## config.mk

```make
export PLATFORM = sky130hd
export DESIGN_NAME = decode_queue
export DESIGN_NICKNAME = d
export VERILOG_FILES = /design/src/rtl/decode_queue.sv
export SDC_FILE = /design/constraint.sdc
export NUM_CORES = 1
export LEC_CHECK = 0
export CAP_MARGIN = 10
export CELL_PAD_IN_SITES_DETAIL_PLACEMENT = 0
export CELL_PAD_IN_SITES_GLOBAL_PLACEMENT = 1
export CORE_MARGIN = 3
export CORE_UTILIZATION = 53
export DETAILED_ROUTE_END_ITERATION = 10
export GPL_ROUTABILITY_DRIVEN = 1
export PLACE_DENSITY = 0.95
export SYNTH_ARGS = -nofsm -noshare
export SYNTH_HDL_FRONTEND = slang
export SYNTH_SLANG_ARGS = --single-unit
```

## constraint.sdc

```tcl
create_clock -name clock -period 12.05 [get_ports clock]
set_clock_uncertainty 0.2 [all_clocks]
set_input_delay 3.0125 -clock clock [delete_from_list [all_inputs] [get_ports clock]]
set_output_delay 3.0125 -clock clock [all_outputs]
set_load 0.05 [all_outputs]
```

## src/rtl/decode_queue.sv

```systemverilog
// decode_queue: RV32 decode stage feeding a small in-order FIFO.
// Instructions are decoded combinationally on entry and stored with their
// decoded fields. The head entry is presented from registered storage and
// masked to zero whenever the queue is empty.
module decode_queue #(
  parameter int DEPTH    = 4,
  parameter bit ENABLE_M = 1'b1,
  parameter bit ENABLE_B = 1'b1
) (
  input  logic                       clock,
  input  logic                       reset,
  input  logic                       in_valid,
  output logic                       in_ready,
  input  logic [31:0]                in_instr,
  input  logic [31:0]                in_pc,
  input  logic                       flush,
  output logic                       out_valid,
  input  logic                       out_ready,
  output logic [31:0]                out_pc,
  output logic [31:0]                out_instr,
  output logic [31:0]                out_imm,
  output logic [4:0]                 out_waddr,
  output logic [4:0]                 out_raddr1,
  output logic [4:0]                 out_raddr2,
  output logic                       out_wren,
  output logic                       out_rden1,
  output logic                       out_rden2,
  output logic [3:0]                 out_class,
  output logic                       out_illegal,
  output logic [$clog2(DEPTH+1)-1:0] count
);

  localparam int CW = $clog2(DEPTH + 1);
  localparam int PW = $clog2(DEPTH);

  localparam logic [6:0] OPC_LUI    = 7'b0110111;
  localparam logic [6:0] OPC_AUIPC  = 7'b0010111;
  localparam logic [6:0] OPC_JAL    = 7'b1101111;
  localparam logic [6:0] OPC_JALR   = 7'b1100111;
  localparam logic [6:0] OPC_BRANCH = 7'b1100011;
  localparam logic [6:0] OPC_LOAD   = 7'b0000011;
  localparam logic [6:0] OPC_STORE  = 7'b0100011;
  localparam logic [6:0] OPC_OP_IMM = 7'b0010011;
  localparam logic [6:0] OPC_OP     = 7'b0110011;
  localparam logic [6:0] OPC_MISC   = 7'b0001111;
  localparam logic [6:0] OPC_SYSTEM = 7'b1110011;

  localparam logic [3:0] CLS_ILLEGAL = 4'd0;
  localparam logic [3:0] CLS_ALU     = 4'd1;
  localparam logic [3:0] CLS_LUI     = 4'd2;
  localparam logic [3:0] CLS_AUIPC   = 4'd3;
  localparam logic [3:0] CLS_JAL     = 4'd4;
  localparam logic [3:0] CLS_JALR    = 4'd5;
  localparam logic [3:0] CLS_BRANCH  = 4'd6;
  localparam logic [3:0] CLS_LOAD    = 4'd7;
  localparam logic [3:0] CLS_STORE   = 4'd8;
  localparam logic [3:0] CLS_MUL     = 4'd9;
  localparam logic [3:0] CLS_DIV     = 4'd10;
  localparam logic [3:0] CLS_BITM    = 4'd11;
  localparam logic [3:0] CLS_FENCE   = 4'd12;
  localparam logic [3:0] CLS_CSR     = 4'd13;
  localparam logic [3:0] CLS_PRIV    = 4'd14;
  localparam logic [3:0] CLS_NOP     = 4'd15;

  typedef struct packed {
    logic [31:0] pc;
    logic [31:0] instr;
    logic [31:0] imm;
    logic [4:0]  waddr;
    logic [4:0]  raddr1;
    logic [4:0]  raddr2;
    logic        wren;
    logic        rden1;
    logic        rden2;
    logic [3:0]  cls;
    logic        illegal;
  } entry_t;

  // Pointer advance with explicit wrap at the last slot.
  function automatic logic [PW-1:0] ptr_inc(input logic [PW-1:0] p);
    if (p == PW'(DEPTH - 1)) begin
      return '0;
    end else begin
      return p + PW'(1);
    end
  endfunction

  logic [6:0]  opcode;
  logic [2:0]  funct3;
  logic [6:0]  funct7;
  logic [4:0]  rd;
  logic [4:0]  rs1;
  logic [4:0]  rs2;
  logic [3:0]  cls;
  logic        use_rs1;
  logic        use_rs2;
  logic        zb_imm_f1;
  logic        zb_imm_f5;
  logic        zb_op;
  logic        zext_h;
  logic [31:0] imm_i;
  logic [31:0] imm_s;
  logic [31:0] imm_b;
  logic [31:0] imm_u;
  logic [31:0] imm_j;
  entry_t      entry_d;
  entry_t      shown;
  entry_t      mem_q [DEPTH];

  logic [PW-1:0] wptr_q, wptr_d;
  logic [PW-1:0] rptr_q, rptr_d;
  logic [CW-1:0] count_q, count_d;
  logic          enq;
  logic          deq;

  // Instruction classification and register-use flags from the raw word.
  always_comb begin
    opcode  = in_instr[6:0];
    funct3  = in_instr[14:12];
    funct7  = in_instr[31:25];
    rd      = in_instr[11:7];
    rs1     = in_instr[19:15];
    rs2     = in_instr[24:20];
    cls     = CLS_ILLEGAL;
    use_rs1 = 1'b0;
    use_rs2 = 1'b0;

    zb_imm_f1 = ((funct7 == 7'b0110000) && (rs2 inside {5'd0, 5'd1, 5'd2, 5'd4, 5'd5}))
              || (funct7 inside {7'b0010100, 7'b0100100, 7'b0110100});
    zb_imm_f5 = (funct7 == 7'b0110000) || (funct7 == 7'b0100100)
              || (in_instr[31:20] == 12'h287) || (in_instr[31:20] == 12'h698);
    zext_h    = (funct7 == 7'b0000100) && (funct3 == 3'd4) && (rs2 == 5'd0);

    case (funct7)
      7'b0010000:             zb_op = funct3 inside {3'd2, 3'd4, 3'd6};
      7'b0100000:             zb_op = funct3 inside {3'd4, 3'd6, 3'd7};
      7'b0000101:             zb_op = (funct3 != 3'd0);
      7'b0000100:             zb_op = zext_h;
      7'b0110000, 7'b0100100: zb_op = funct3 inside {3'd1, 3'd5};
      7'b0010100, 7'b0110100: zb_op = (funct3 == 3'd1);
      default:                zb_op = 1'b0;
    endcase

    case (opcode)
      OPC_LUI:   cls = CLS_LUI;
      OPC_AUIPC: cls = CLS_AUIPC;
      OPC_JAL:   cls = CLS_JAL;
      OPC_JALR: begin
        if (funct3 == 3'd0) begin
          cls     = CLS_JALR;
          use_rs1 = 1'b1;
        end else begin
          cls = CLS_ILLEGAL;
        end
      end
      OPC_BRANCH: begin
        if ((funct3 != 3'd2) && (funct3 != 3'd3)) begin
          cls     = CLS_BRANCH;
          use_rs1 = 1'b1;
          use_rs2 = 1'b1;
        end else begin
          cls = CLS_ILLEGAL;
        end
      end
      OPC_LOAD: begin
        if (funct3 inside {3'd0, 3'd1, 3'd2, 3'd4, 3'd5}) begin
          cls     = CLS_LOAD;
          use_rs1 = 1'b1;
        end else begin
          cls = CLS_ILLEGAL;
        end
      end
      OPC_STORE: begin
        if (funct3 <= 3'd2) begin
          cls     = CLS_STORE;
          use_rs1 = 1'b1;
          use_rs2 = 1'b1;
        end else begin
          cls = CLS_ILLEGAL;
        end
      end
      OPC_OP_IMM: begin
        case (funct3)
          3'd1: begin
            if (funct7 == 7'b0000000)       cls = CLS_ALU;
            else if (ENABLE_B && zb_imm_f1) cls = CLS_BITM;
            else                            cls = CLS_ILLEGAL;
          end
          3'd5: begin
            if ((funct7 == 7'b0000000) || (funct7 == 7'b0100000)) cls = CLS_ALU;
            else if (ENABLE_B && zb_imm_f5)                       cls = CLS_BITM;
            else                                                  cls = CLS_ILLEGAL;
          end
          // The canonical nop (addi x0,x0,0) gets its own class.
          default: cls = (in_instr == 32'h0000_0013) ? CLS_NOP : CLS_ALU;
        endcase
        use_rs1 = (cls != CLS_ILLEGAL);
      end
      OPC_OP: begin
        if (funct7 == 7'b0000000)                                      cls = CLS_ALU;
        else if ((funct7 == 7'b0100000) && (funct3 inside {3'd0, 3'd5})) cls = CLS_ALU;
        else if ((funct7 == 7'b0000001) && ENABLE_M)                   cls = funct3[2] ? CLS_DIV : CLS_MUL;
        else if (ENABLE_B && zb_op)                                    cls = CLS_BITM;
        else                                                           cls = CLS_ILLEGAL;
        use_rs1 = (cls != CLS_ILLEGAL);
        // zext.h is encoded as an R-type with rs2 fixed to x0 and reads only rs1.
        use_rs2 = (cls != CLS_ILLEGAL) && !zext_h;
      end
      OPC_MISC: begin
        if (funct3 inside {3'd0, 3'd1}) cls = CLS_FENCE;
        else                            cls = CLS_ILLEGAL;
      end
      OPC_SYSTEM: begin
        case (funct3)
          3'd0: begin
            if (in_instr[31:20] inside {12'h000, 12'h001, 12'h302, 12'h105}) cls = CLS_PRIV;
            else                                                             cls = CLS_ILLEGAL;
          end
          3'd4: cls = CLS_ILLEGAL;
          3'd1, 3'd2, 3'd3: begin
            cls     = CLS_CSR;
            use_rs1 = 1'b1;
          end
          // csrrwi/csrrsi/csrrci carry a 5-bit immediate in the rs1 field.
          default: cls = CLS_CSR;
        endcase
      end
      default: cls = CLS_ILLEGAL;
    endcase
  end

  // Immediate formats of the incoming word.
  always_comb begin
    imm_i = {{20{in_instr[31]}}, in_instr[31:20]};
    imm_s = {{20{in_instr[31]}}, in_instr[31:25], in_instr[11:7]};
    imm_b = {{19{in_instr[31]}}, in_instr[31], in_instr[7], in_instr[30:25], in_instr[11:8], 1'b0};
    imm_u = {in_instr[31:12], 12'd0};
    imm_j = {{11{in_instr[31]}}, in_instr[31], in_instr[19:12], in_instr[20], in_instr[30:21], 1'b0};
  end

  // Assemble the entry to be stored: immediate, enables and gated register addresses.
  always_comb begin
    entry_d         = '0;
    entry_d.pc      = in_pc;
    entry_d.instr   = in_instr;
    entry_d.cls     = cls;
    entry_d.illegal = (cls == CLS_ILLEGAL);
    case (cls)
      CLS_ALU:            entry_d.imm = (opcode == OPC_OP_IMM) ? imm_i : 32'd0;
      CLS_JALR, CLS_LOAD: entry_d.imm = imm_i;
      CLS_STORE:          entry_d.imm = imm_s;
      CLS_BRANCH:         entry_d.imm = imm_b;
      CLS_LUI, CLS_AUIPC: entry_d.imm = imm_u;
      CLS_JAL:            entry_d.imm = imm_j;
      CLS_CSR:            entry_d.imm = {27'd0, rs1};
      CLS_BITM:           entry_d.imm = {27'd0, rs2};
      default:            entry_d.imm = 32'd0;
    endcase
    case (cls)
      CLS_ALU, CLS_LUI, CLS_AUIPC, CLS_JAL, CLS_JALR, CLS_LOAD,
      CLS_MUL, CLS_DIV, CLS_BITM, CLS_CSR: entry_d.wren = (rd != 5'd0);
      default:                             entry_d.wren = 1'b0;
    endcase
    entry_d.rden1  = use_rs1;
    entry_d.rden2  = use_rs2;
    entry_d.waddr  = entry_d.wren  ? rd  : 5'd0;
    entry_d.raddr1 = entry_d.rden1 ? rs1 : 5'd0;
    entry_d.raddr2 = entry_d.rden2 ? rs2 : 5'd0;
  end

  // Handshake qualification and next pointer/count state; flush wins over both sides.
  always_comb begin
    enq     = in_valid && in_ready && !flush;
    deq     = out_valid && out_ready && !flush;
    wptr_d  = wptr_q;
    rptr_d  = rptr_q;
    count_d = count_q;
    if (flush) begin
      wptr_d  = '0;
      rptr_d  = '0;
      count_d = '0;
    end else begin
      if (enq) wptr_d = ptr_inc(wptr_q);
      else     wptr_d = wptr_q;
      if (deq) rptr_d = ptr_inc(rptr_q);
      else     rptr_d = rptr_q;
      case ({enq, deq})
        2'b10:   count_d = count_q + CW'(1);
        2'b01:   count_d = count_q - CW'(1);
        default: count_d = count_q;
      endcase
    end
  end

  // Queue control state with synchronous reset.
  always_ff @(posedge clock) begin
    if (reset) begin
      wptr_q  <= '0;
      rptr_q  <= '0;
      count_q <= '0;
    end else begin
      wptr_q  <= wptr_d;
      rptr_q  <= rptr_d;
      count_q <= count_d;
    end
  end

  // Entry storage; never cleared because the empty-queue mask hides stale data.
  always_ff @(posedge clock) begin
    if (enq && !reset) begin
      mem_q[wptr_q] <= entry_d;
    end
  end

  // Status derived from registered state only.
  always_comb begin
    in_ready  = (count_q < CW'(DEPTH));
    out_valid = (count_q != '0);
    count     = count_q;
  end

  // Present the head entry, forced to zero while the queue is empty.
  always_comb begin
    if (out_valid) begin
      shown = mem_q[rptr_q];
    end else begin
      shown = '0;
    end
    out_pc      = shown.pc;
    out_instr   = shown.instr;
    out_imm     = shown.imm;
    out_waddr   = shown.waddr;
    out_raddr1  = shown.raddr1;
    out_raddr2  = shown.raddr2;
    out_wren    = shown.wren;
    out_rden1   = shown.rden1;
    out_rden2   = shown.rden2;
    out_class   = shown.cls;
    out_illegal = shown.illegal;
  end

endmodule

```

# [Yosys cells after proc, flatten, opt, wreduce, memory -nomap -nowiden]
# Memories as Yosys holds them, arrays and structs flattened. A register that Yosys moved wholly into a read port is not among the register bits.
# Cells that the tools add are included.
[word_totals] register_bits=7 mem_bits_rw=476 inputBits=69 output_inout_bits=124 word_cells=154 memories=1
[classes] add_sub_neg=4 order_cmp=2 eq_ne=55 mux=43 reduce_logical=46
[mem_list] name="mem_q" depth=4 word_bits=119 read_ports=1 rd_clocked_by_memory_dff=1 wr=1 line_no="108" rtl="entry_t mem_q [DEPTH];"
[op_table] op="one-hot mux 32 bit (8 select lines)" count=1
[op_table] op="two-way mux 119 bit" count=1
[op_table] op="two-way mux 4 bit" count=14
[op_table] op="== test 7 x 6 -> 1 bit, second input constant" count=7
[op_table] op="one-hot mux 4 bit (11 select lines)" count=1
[op_table] op="== test 32 x 5 -> 1 bit, second input constant" count=1
[op_table] op="two-way mux 32 bit" count=1
[op_table] op="== test 7 x 5 -> 1 bit, second input constant" count=4
[op_table] op="== test 7 bit, second input constant" count=4
[op_table] op="== test 12 x 10 -> 1 bit, second input constant" count=2
[op_table] op="== test 4 bit, second input constant" count=5
[op_table] op="== test 4 x 3 -> 1 bit, second input constant" count=4
[op_table] op="one-hot mux 4 bit (2 select lines)" count=2
[op_table] op="two-way mux 5 bit" count=3
[op_table] op="nonzero test 3 bit" count=5
[op_table] op="nonzero test 5 bit" count=3
[op_table] op="== test 7 x 3 -> 1 bit, second input constant" count=2
[op_table] op="== test 12 x 1 -> 1 bit, second input constant" count=1
[op_table] op="== test 12 x 11 -> 1 bit, second input constant" count=1
[op_table] op="== test 12 x 9 -> 1 bit, second input constant" count=1
[op_table] op="== test 3 bit, second input constant" count=4
[op_table] op="logical NOT 12 bit" count=1
[op_table] op="nonzero test 4 bit" count=3
[op_table] op="logical AND 1 bit" count=11
[op_table] op="other kinds (35)" count=68

# [Longest topological paths before layout]
# Gate-level depths: netlist of the first run.
[depth] ltp_word=14 ltp_mapped=11 depth_no_buf=10

# [Worst setup path after synthesis of the first run]
# Ideal clock, no wire load.
[synth_timing] kind="in2reg" startpoint="in flush" endpoint="mem mem_q[0][0] in the netlist's numbering, enable pin" setup_ns=0.493 arrival_ns=6.169 required_time_ns=11.357 path_slack_ns=5.188 cell_stages=4 path_buffers=0 cell_sequence="nor2_1 nand2_1 nor2_1 and2_1"
[synth_between] elab_chain_len=5
[synth_rtl] item="start: declaration" line_no="16" rtl="input logic flush,"
[synth_rtl] item="logical NOT 1 bit" line_no="273" rtl="enq = in_valid && in_ready && !flush;"
[synth_rtl] item="logical AND 1 bit" line_no="273"
[synth_rtl] item="logical AND 1 bit" line_no="310" rtl="if (enq && !reset) begin"
[synth_rtl] item="two-way mux 1 bit" line_no="310"
[synth_rtl] item="two-way mux 1 bit (implied by the code)" line_no="311" rtl="mem_q[wptr_q] <= entry_d;"
[synth_rtl] item="end: declaration" line_no="108"
# No other way between the ends.

==> results of run 1 <==
layout make-up:
type	count	area, um2
well taps	468	585.6
flip-flops and latches	485	14480
clock buffers	63	1279
repair buffers	202	1994
clock inverters	27	295.3
multi-input cells	483	5035
fillers	2427	12950
inverters	20	75.07
Yosys cell counts, types with 9 or more instances:
master,number,area share
mux4_2,119,0.14
clkbuf_1,29,0.0055
a21o_1,13,0.0049
nand3_1,25,0.0063
o21ai_0,11,0.0028
nand2_1,20,0.0038
inv_1,19,0.0036
and2_1,130,0.041
dfxtp_1,9,0.0091
buf_1,16,0.0030
nor2_1,28,0.0053
nor2b_1,10,0.0032
edfxtp_1,476,0.72
a21oi_1,13,0.0033
nor3_1,14,0.0035
layer usage:
| metal | up-vias | GRT usage |
|---|---|---|
| met5 | - | 0 |
| met4 | 0 | 0.06533 |
| met3 | 66 | 0.05935 |
| met2 | 455 | 0.3530 |
| met1 | 5371 | 0.3043 |
| li1 | 4570 | - |
sequential cells by signal (all words and copies together) (netlist names), named ones only:
name    count
count       3
mem_q     476
rptr_q      2
wptr_q      2
power by group:
part	leakage (nW)	switching (mW)	internal [mW]
sequential	4.24	0.00565	1.86
clock	0.763	0.603	0.879
combinational	2.41	0.139	0.0815
kinds of logic (layout without fill, tap and decap cells):
logic type | count (synthesis) | count (layout) | share of synthesized area
DFF | 485 | 485 | 0.7310
and+or+nand+nor | 276 | 276 | 0.08126
muxes | 119 | 119 | 0.1354
buffers and inverters | 76 | 312 | 0.01586
AOI/OAI and AO/OA | 75 | 75 | 0.02907
adders and majority gates | 7 | 7 | 0.004802
xor gates and xnor gates | 6 | 6 | 0.002654
critical path: stages, from the launching register on:
cell	delay (ns)
dfxtp_4	0.59
buf_4	0.72
buf_4	0.69
mux4_2	0.32
and2_1	0.17
clkdlybuf4s50_1	0.89
worst max-delay path by stage:
stage	to	slack, ns
finish	out_instr[20]	4.80
global route	out_imm[16]	4.53
CTS	out_imm[16]	4.72
detailed placement	mem_q[2][7]$_DFFE_PP_	5.07
global placement	mem_q[0][25]$_DFFE_PP_	5.16
floorplan	mem_q[0][0]$_DFFE_PP_	5.19
metrics by stage:
stage / worst slack, ns / std cells
floorplan: 5.188 / 1044
global placement: 5.160 / 1657
detailed placement: 5.072 / 1657
CTS: 4.724 / 1747
global route: 4.534 / 1748
finish: 4.803 / 1748
==> results.cfg, run 1 <==
[detailed_routing]
met1_length_um = 17030
via_count = 10462
wl_per_cell_um = 24.67
drtIter0Drc = 750
drt_first_pass_iters = 5
dr_wl_met2_um = 21050
topRoutingLayerUsed = met4
drt-total-wl_um = 43130
via_per_inst = 5.985
drc_errors = 0
ant_nets = 0
wl_met3_um = 3889

[final_layout]
final_cell_area_um2 = 23750
finalCoreUtilization = 0.6471
area_delta_synth_final_pct = 19.92
final_common_cell = edfxtp_1
final_nets = 1316
drive_gt1_frac = 0.1750
most-common-layout-cells = edfxtp_1 (476), clkdlybuf4s50_1 (192), and2_1 (126)
diodes = 0

[floorplan]
std_cell_rows = 70
start_util = 0.5395
core_area_um2 = 36700
io_pins = 193
fp.dieH_um = 199.3
die_area_um2 = 39710
die_width_um = 199.3

[cts]
clock-sinks = 485
post_cts_buffers = 0
clk_path_buf_depth = 3
cts_tree = yes
cts.htree.levels = 2
post_cts_resize_count = 0
clk_latency_ns = 0.55
numCtsBuffers = 48
hold_buffers = 0
cts-root-buf = clkbuf_16
clk_pin_slew_ns = 0.06

[pwr]
powerDensity_nw_per_um2 = 150.3
p_leak_nw = 7.412
ir_drop_uv = 164.1
finalPower_mw = 3.570

[global_routing]
grt_max_degree = 104
track_usage = 0.2208
grt_pass1_vias = 10752
gr-total-overflow = 0
grt_antenna_before_repair = 0
grt_pass1_wl_um = 65640

[setup_path]
required_ns = 8.84
crit_fanout = 55
worst_setup_path_start_kind = flip-flop
rr_endpoint = count[2]$_SDFFE_PP0P_
end_kind = primary output
cp.arrival_ns = 4.03
critPathKind = flip-flop to primary output
r2r_cells = 11
worstReg2RegStart = count[2]$_SDFFE_PP0P_
r2r_slack_ns = 8.64

[synth]
synth_cell_type_count = 64
ys_ff_latch = 485
postSynthCellCount = 1044
netlist_area_um2 = 19800
ys_seq_area_frac = 0.7310
ys.flop_type = edfxtp_1
synth_edf_count = 476
ys_async_sr_fraction = 0
postSynthAreaPerCell_um2 = 18.97
syn-num-nets = 1120
ys_warn_count = 0

[worst_hold_path]
whs_path_depth = 2
hold_start = rptr_q[1]$_SDFFE_PP0P_
hp-class = flip-flop to flip-flop

[place]
place_area_um2 = 22170
dp_hpwl_um = 25840
io_buffer_count = 192
gp_congestion = 0.9608

[timing]
timing.final.max_slew_violations = 0
fin_tns_setup_ns = 0
period_share = 0.6014
holdWs_ns = 0.3139
worstMarginPinSlew_ns = 1.056
period_minus_slack_ns = 7.247
fmax_mhz = 138.0
max_slew_margin = 0.2962
setup_viol = 0
hold_viol = 0
rsz0062_at_grt = false

[job]
max-cap-violations = 0

[status]
status = finished, final reports clean
No activity file was read; power rests on OpenSTA's default activity.
==> run 2, diff against run 1 <==
CORE_UTILIZATION = 49   (was 53)
PLACE_DENSITY = 0.9   (was 0.95)
clock period = 7.2 ns   (was 12.05 ns; I/O delays follow)
==> results.cfg, run 2 (synthesis gave the netlist of run 1 again) <==
[cts]
clk_path_buf_depth = 3
cts_tree = yes
clk_latency_ns = 0.56
clk_pin_slew_ns = 0.06
clock-sinks = 485
post_cts_buffers = 0
numCtsBuffers = 49
cts.htree.levels = 2
cts-root-buf = clkbuf_16
post_cts_resize_count = 0
hold_buffers = 0

[final_layout]
multi_input_area_um2 = 5035
final_nets = 1320
most-common-layout-cells = edfxtp_1 (476), clkdlybuf4s50_1 (192), and2_1 (126)
diodes = 0
ff_latch_area_um2 = 14480
fill_cells = 2942
final_common_cell = edfxtp_1
drive_gt1_frac = 0.1769
largest_register_ffs = 476
area_delta_synth_final_pct = 20.59
top_register = mem_q
final_cell_area_um2 = 23880
final_cells = 1808

[pwr]
pwr-share-seq = 0.527
swShare = 0.2091
clkPwrFrac = 0.411
power_frac_comb = 0.062
ir_drop_uv = 154.8
power_switching_mw = 1.240
powerDensity_nw_per_um2 = 248.4
p_leak_nw = 7.446
p_int_mw = 4.691

[timing]
rsz0062_at_grt = false
setup_viol = 0
final.setup.worst_slack_ns = 1.687
timing.final.max_slew_violations = 0
holdWs_ns = 0.2787
hold_viol = 0
worstMarginPinSlew_ns = 0.9521
period_share = 0.7656
fmax_mhz = 181.4
max_slew_margin = 0.3652
period_minus_slack_ns = 5.513
fin_tns_setup_ns = 0

[global_routing]
grt_antenna_before_repair = 0
grt_pass1_vias = 10924
gr-total-overflow = 0
grt_pass1_wl_um = 67360
track_usage = 0.2025
grt_max_degree = 98

[setup_path]
slowest_stage = dfxtp_4
worst_setup_path_start_kind = flip-flop
crit_fanout = 46
worst-path-buf-inv = 2
critical-path-top-delay-family = buffers and inverters
critical_path.max_stage_delay_ns = 0.97
end_kind = primary output
required_ns = 5.20
critPathKind = flip-flop to primary output
cp.arrival_ns = 3.51
crit_chain = buf_4 -> mux4_2 -> and2_1 -> clkdlybuf4s50_1

[detailed_routing]
drc_errors = 0
drt_first_pass_iters = 5
wl_per_cell_um = 24.04
via_count = 10519
ant_nets = 0
via_per_inst = 5.818
drt-total-wl_um = 43470
drtIter0Drc = 790

[floorplan]
start_util = 0.4972
core_area_um2 = 39820
fp.dieH_um = 207.0
io_pins = 193
die_area_um2 = 42860
die_width_um = 207.0
std_cell_rows = 73

[place]
dp_hpwl_um = 26980
place_area_um2 = 22320
gp_congestion = 0.9180
io_buffer_count = 192
placedCellCount = 1718
dpl_worst_slack_ns = 1.755

[status]
status = finished, final reports clean

[worst_hold_path]
hp-class = flip-flop to flip-flop

[job]
max-cap-violations = 0
## run 2: cell count changes in the layout (fill, tap and decap cells not counted)
cell | previous run | this run
clkbuf_2 | 1 | 0
inv_6 | 2 | 3
clkbuf_1 | 14 | 10
clkinv_4 | 2 | 1
bufinv_16 | 6 | 4
clkinv_1 | 8 | 12
clkinv_2 | 7 | 9
clkbuf_16 | 49 | 51
clkinvlp_4 | 2 | 0
buf_12 | 0 | 4
## run 2: cell type report
cell class                      count  share of cell area
Sequential cell                   485              0.6065
Multi-Input combinational cell    483              0.2109
Timing Repair Buffer              205             0.08667
Clock buffer                       61             0.05502
Tap cell                          525             0.02751
Clock inverter                     29             0.01027
Inverter                           20            0.003144
## run 2: worst register-to-register path, delay by kind of cell, from the launching register on
kind	cells	cell delay, ns
buffers and inverters	2	0.18
AO/OA/AOI/OAI	1	0.15
AND/OR/NAND/NOR	4	1.27
adder cells (fa/ha/maj)	2	0.59
flip-flops	1	0.41
XOR/XNOR	1	0.17
## run 2: stage by stage
step | utilization | total power [mW]
after floorplan | - | 3.394
after global placement | 0.5604 | 3.550
after detailed placement | 0.5604 | 3.556
after CTS | 0.5996 | 5.986
after global routing | 0.5996 | 6.120
final | 0.5996 | 5.931
## run 2: path summary, 6_finish.rpt
check,startpoint,end,slack (ns),cells after the start
setup / recovery,flip-flop,out_pc[5],1.69,4
hold / removal,rptr_q[1]$_SDFFE_PP0P_,flip-flop,0.28,2
setup reg to reg,count[2]$_SDFFE_PP0P_,count[2]$_SDFFE_PP0P_,4.15,10
hold reg to reg,rptr_q[1]$_SDFFE_PP0P_,flip-flop,0.28,2
## run 2: power by group through the flow
| stage | registers, mW | logic [mW] | clock network, mW |
|---|---|---|---|
| detailed placement | 3.19 | 0.370 | 0 |
| floorplan | 3.19 | 0.209 | 0 |
| global placement | 3.18 | 0.367 | 0 |
| global route | 3.13 | 0.389 | 2.60 |
| CTS | 3.13 | 0.372 | 2.49 |
| finish | 3.13 | 0.368 | 2.44 |
## run 2: metal layers
metal | vias to the layer above | track usage | share of wire
met1 | 5457 | 0.2854 | 0.42
met4 | 0 | 0.06063 | 0.023
met2 | 405 | 0.3302 | 0.50
met3 | 72 | 0.03438 | 0.063
li1 | 4585 | - | -
met5 | - | 0 | 0
==> run 3, diff against run 2 <==
CORE_UTILIZATION = 45   (was 49)
PLACE_DENSITY = 0.88   (was 0.9)
clock period = 4.7 ns   (was 7.2 ns; I/O delays follow)
==> results.cfg, run 3 (synthesis gave the netlist of run 1 again) <==
[timing]
worstMarginPinSlew_ns = 0.6770
period_share = 0.9333
period_minus_slack_ns = 4.386
hold_viol = 0
rsz0062_at_grt = false
timing.final.max_slew_violations = 0
fin_tns_setup_ns = 0
setup_viol = 0
fmax_mhz = 228.0
max_slew_margin = 0.5370
final.setup.worst_slack_ns = 0.3137

[place]
gp_congestion = 0.8878
placedCellCount = 1838
io_buffer_count = 192
dpl_worst_slack_ns = 0.02367
dp_hpwl_um = 29850

[floorplan]
die_width_um = 215.8
die_area_um2 = 46550
core_area_um2 = 43270
fp.dieH_um = 215.8
io_pins = 193
start_util = 0.4576
std_cell_rows = 76

[detailed_routing]
drc_errors = 0
drt_first_pass_iters = 5
ant_nets = 0
drtIter0Drc = 899
drt-total-wl_um = 45210
wl_per_cell_um = 23.46
via_count = 10704
via_per_inst = 5.555

[setup_path]
cp.arrival_ns = 3.01
r2r_slack_ns = 1.73
critical_path.max_stage_delay_ns = 0.70
crit_chain = buf_12 -> mux4_2 -> and2_1 -> clkdlybuf4s50_1
r2r_cells = 11
rr_endpoint = count[2]$_SDFFE_PP0P_
slowest_stage = clkdlybuf4s50_1
critPathKind = flip-flop to primary output
worstReg2RegStart = count[2]$_SDFFE_PP0P_
end_kind = primary output
worst_setup_path_start_kind = flip-flop
crit_fanout = 42
required_ns = 3.32

[pwr]
pwr-share-seq = 0.515
p_int_mw = 7.330
power_frac_comb = 0.065
powerDensity_nw_per_um2 = 379.0
p_leak_nw = 7.840
clkPwrFrac = 0.420
power_switching_mw = 1.966
swShare = 0.2115
ir_drop_uv = 247.6

[final_layout]
final_common_cell = edfxtp_1
final_cells = 1927
drive_gt1_frac = 0.2347
diodes = 0
most-common-layout-cells = edfxtp_1 (476), clkdlybuf4s50_1 (167), and2_1 (126)
largest_register_ffs = 476
final_nets = 1379
area_delta_synth_final_pct = 23.85
top_register = mem_q
fill_cells = 3266

[cts]
clock-sinks = 485
cts-root-buf = clkbuf_16
clk_latency_ns = 0.59
post_cts_resize_count = 0
clk_path_buf_depth = 3
cts.htree.levels = 2
hold_buffers = 0
cts_tree = yes
post_cts_buffers = 0
clk_pin_slew_ns = 0.06
numCtsBuffers = 48

[worst_hold_path]
whs_path_depth = 2
hold_start = rptr_q[1]$_SDFFE_PP0P_
hp-class = flip-flop to flip-flop

[global_routing]
grt_pass1_wl_um = 68410
grt_pass1_vias = 10950
gr-total-overflow = 0
grt_max_degree = 81
grt_antenna_before_repair = 0
track_usage = 0.1945

[status]
status = finished, final reports clean

[job]
max-cap-violations = 0
run 3: worst max path at each step:
stage	end	depth (start not counted)	slack [ns]
5_1_grt	out_imm[16]	4	0.15
2_1_floorplan	out_pc[22]	4	0.94
3_3_place_gp	mem_q[0][24]$_DFFE_PP_	10	0.13
3_5_place_dp	mem_q[1][24]$_DFFE_PP_	9	0.02
4_1_cts	out_imm[15]	4	0.23
6_report	out_imm[17]	4	0.31
run 3: metrics by stage:
stage               instance area, um2  hold slack, ns  power, mW    util
floorplan                        19810          0.2541      5.197       -
global placement                 22890          0.2648      5.475  0.5291
detailed placement               22890          0.2728      5.484  0.5291
CTS                              24520          0.2897      9.387  0.5668
global route                     24520          0.3254      9.592  0.5668
finish                           24520          0.2859      9.295  0.5668
run 3: layout make-up:
type                            count  area (um2)  share of cell area
Clock buffer                       55        1227             0.05005
Timing Repair Buffer              265        2570              0.1048
Clock inverter                     34       402.9             0.01643
Multi-Input combinational cell    483        5035              0.2053
Inverter                           20       75.07            0.003061
Tap cell                          585       732.0             0.02985
Sequential cell                   485       14480              0.5905
run 3: per-layer routing:
| layer | vias up | track usage | wire length [um] |
|---|---|---|---|
| li1 | 4707 | - | - |
| met1 | 5536 | 0.2764 | 19160 |
| met2 | 384 | 0.3110 | 22010 |
| met3 | 77 | 0.03492 | 2746 |
| met4 | 0 | 0.05948 | 1296 |
| met5 | - | 0 | 0 |
run 3: power by group through the flow:
stage / clock, mW / sequential [mW] / combinational (mW)
global placement: 0 / 4.87 / 0.603
detailed placement: 0 / 4.88 / 0.607
floorplan: 0 / 4.88 / 0.320
global route: 4.17 / 4.79 / 0.638
CTS: 3.99 / 4.78 / 0.610
finish: 3.91 / 4.78 / 0.603
run 3: worst max-delay path, delay by kind of cell (launching register included):
family,cells,cell delay (ns)
muxes,1,0.61
buffers and inverters,2,1.06
and+or+nand+nor,1,0.19
DFF,1,0.53
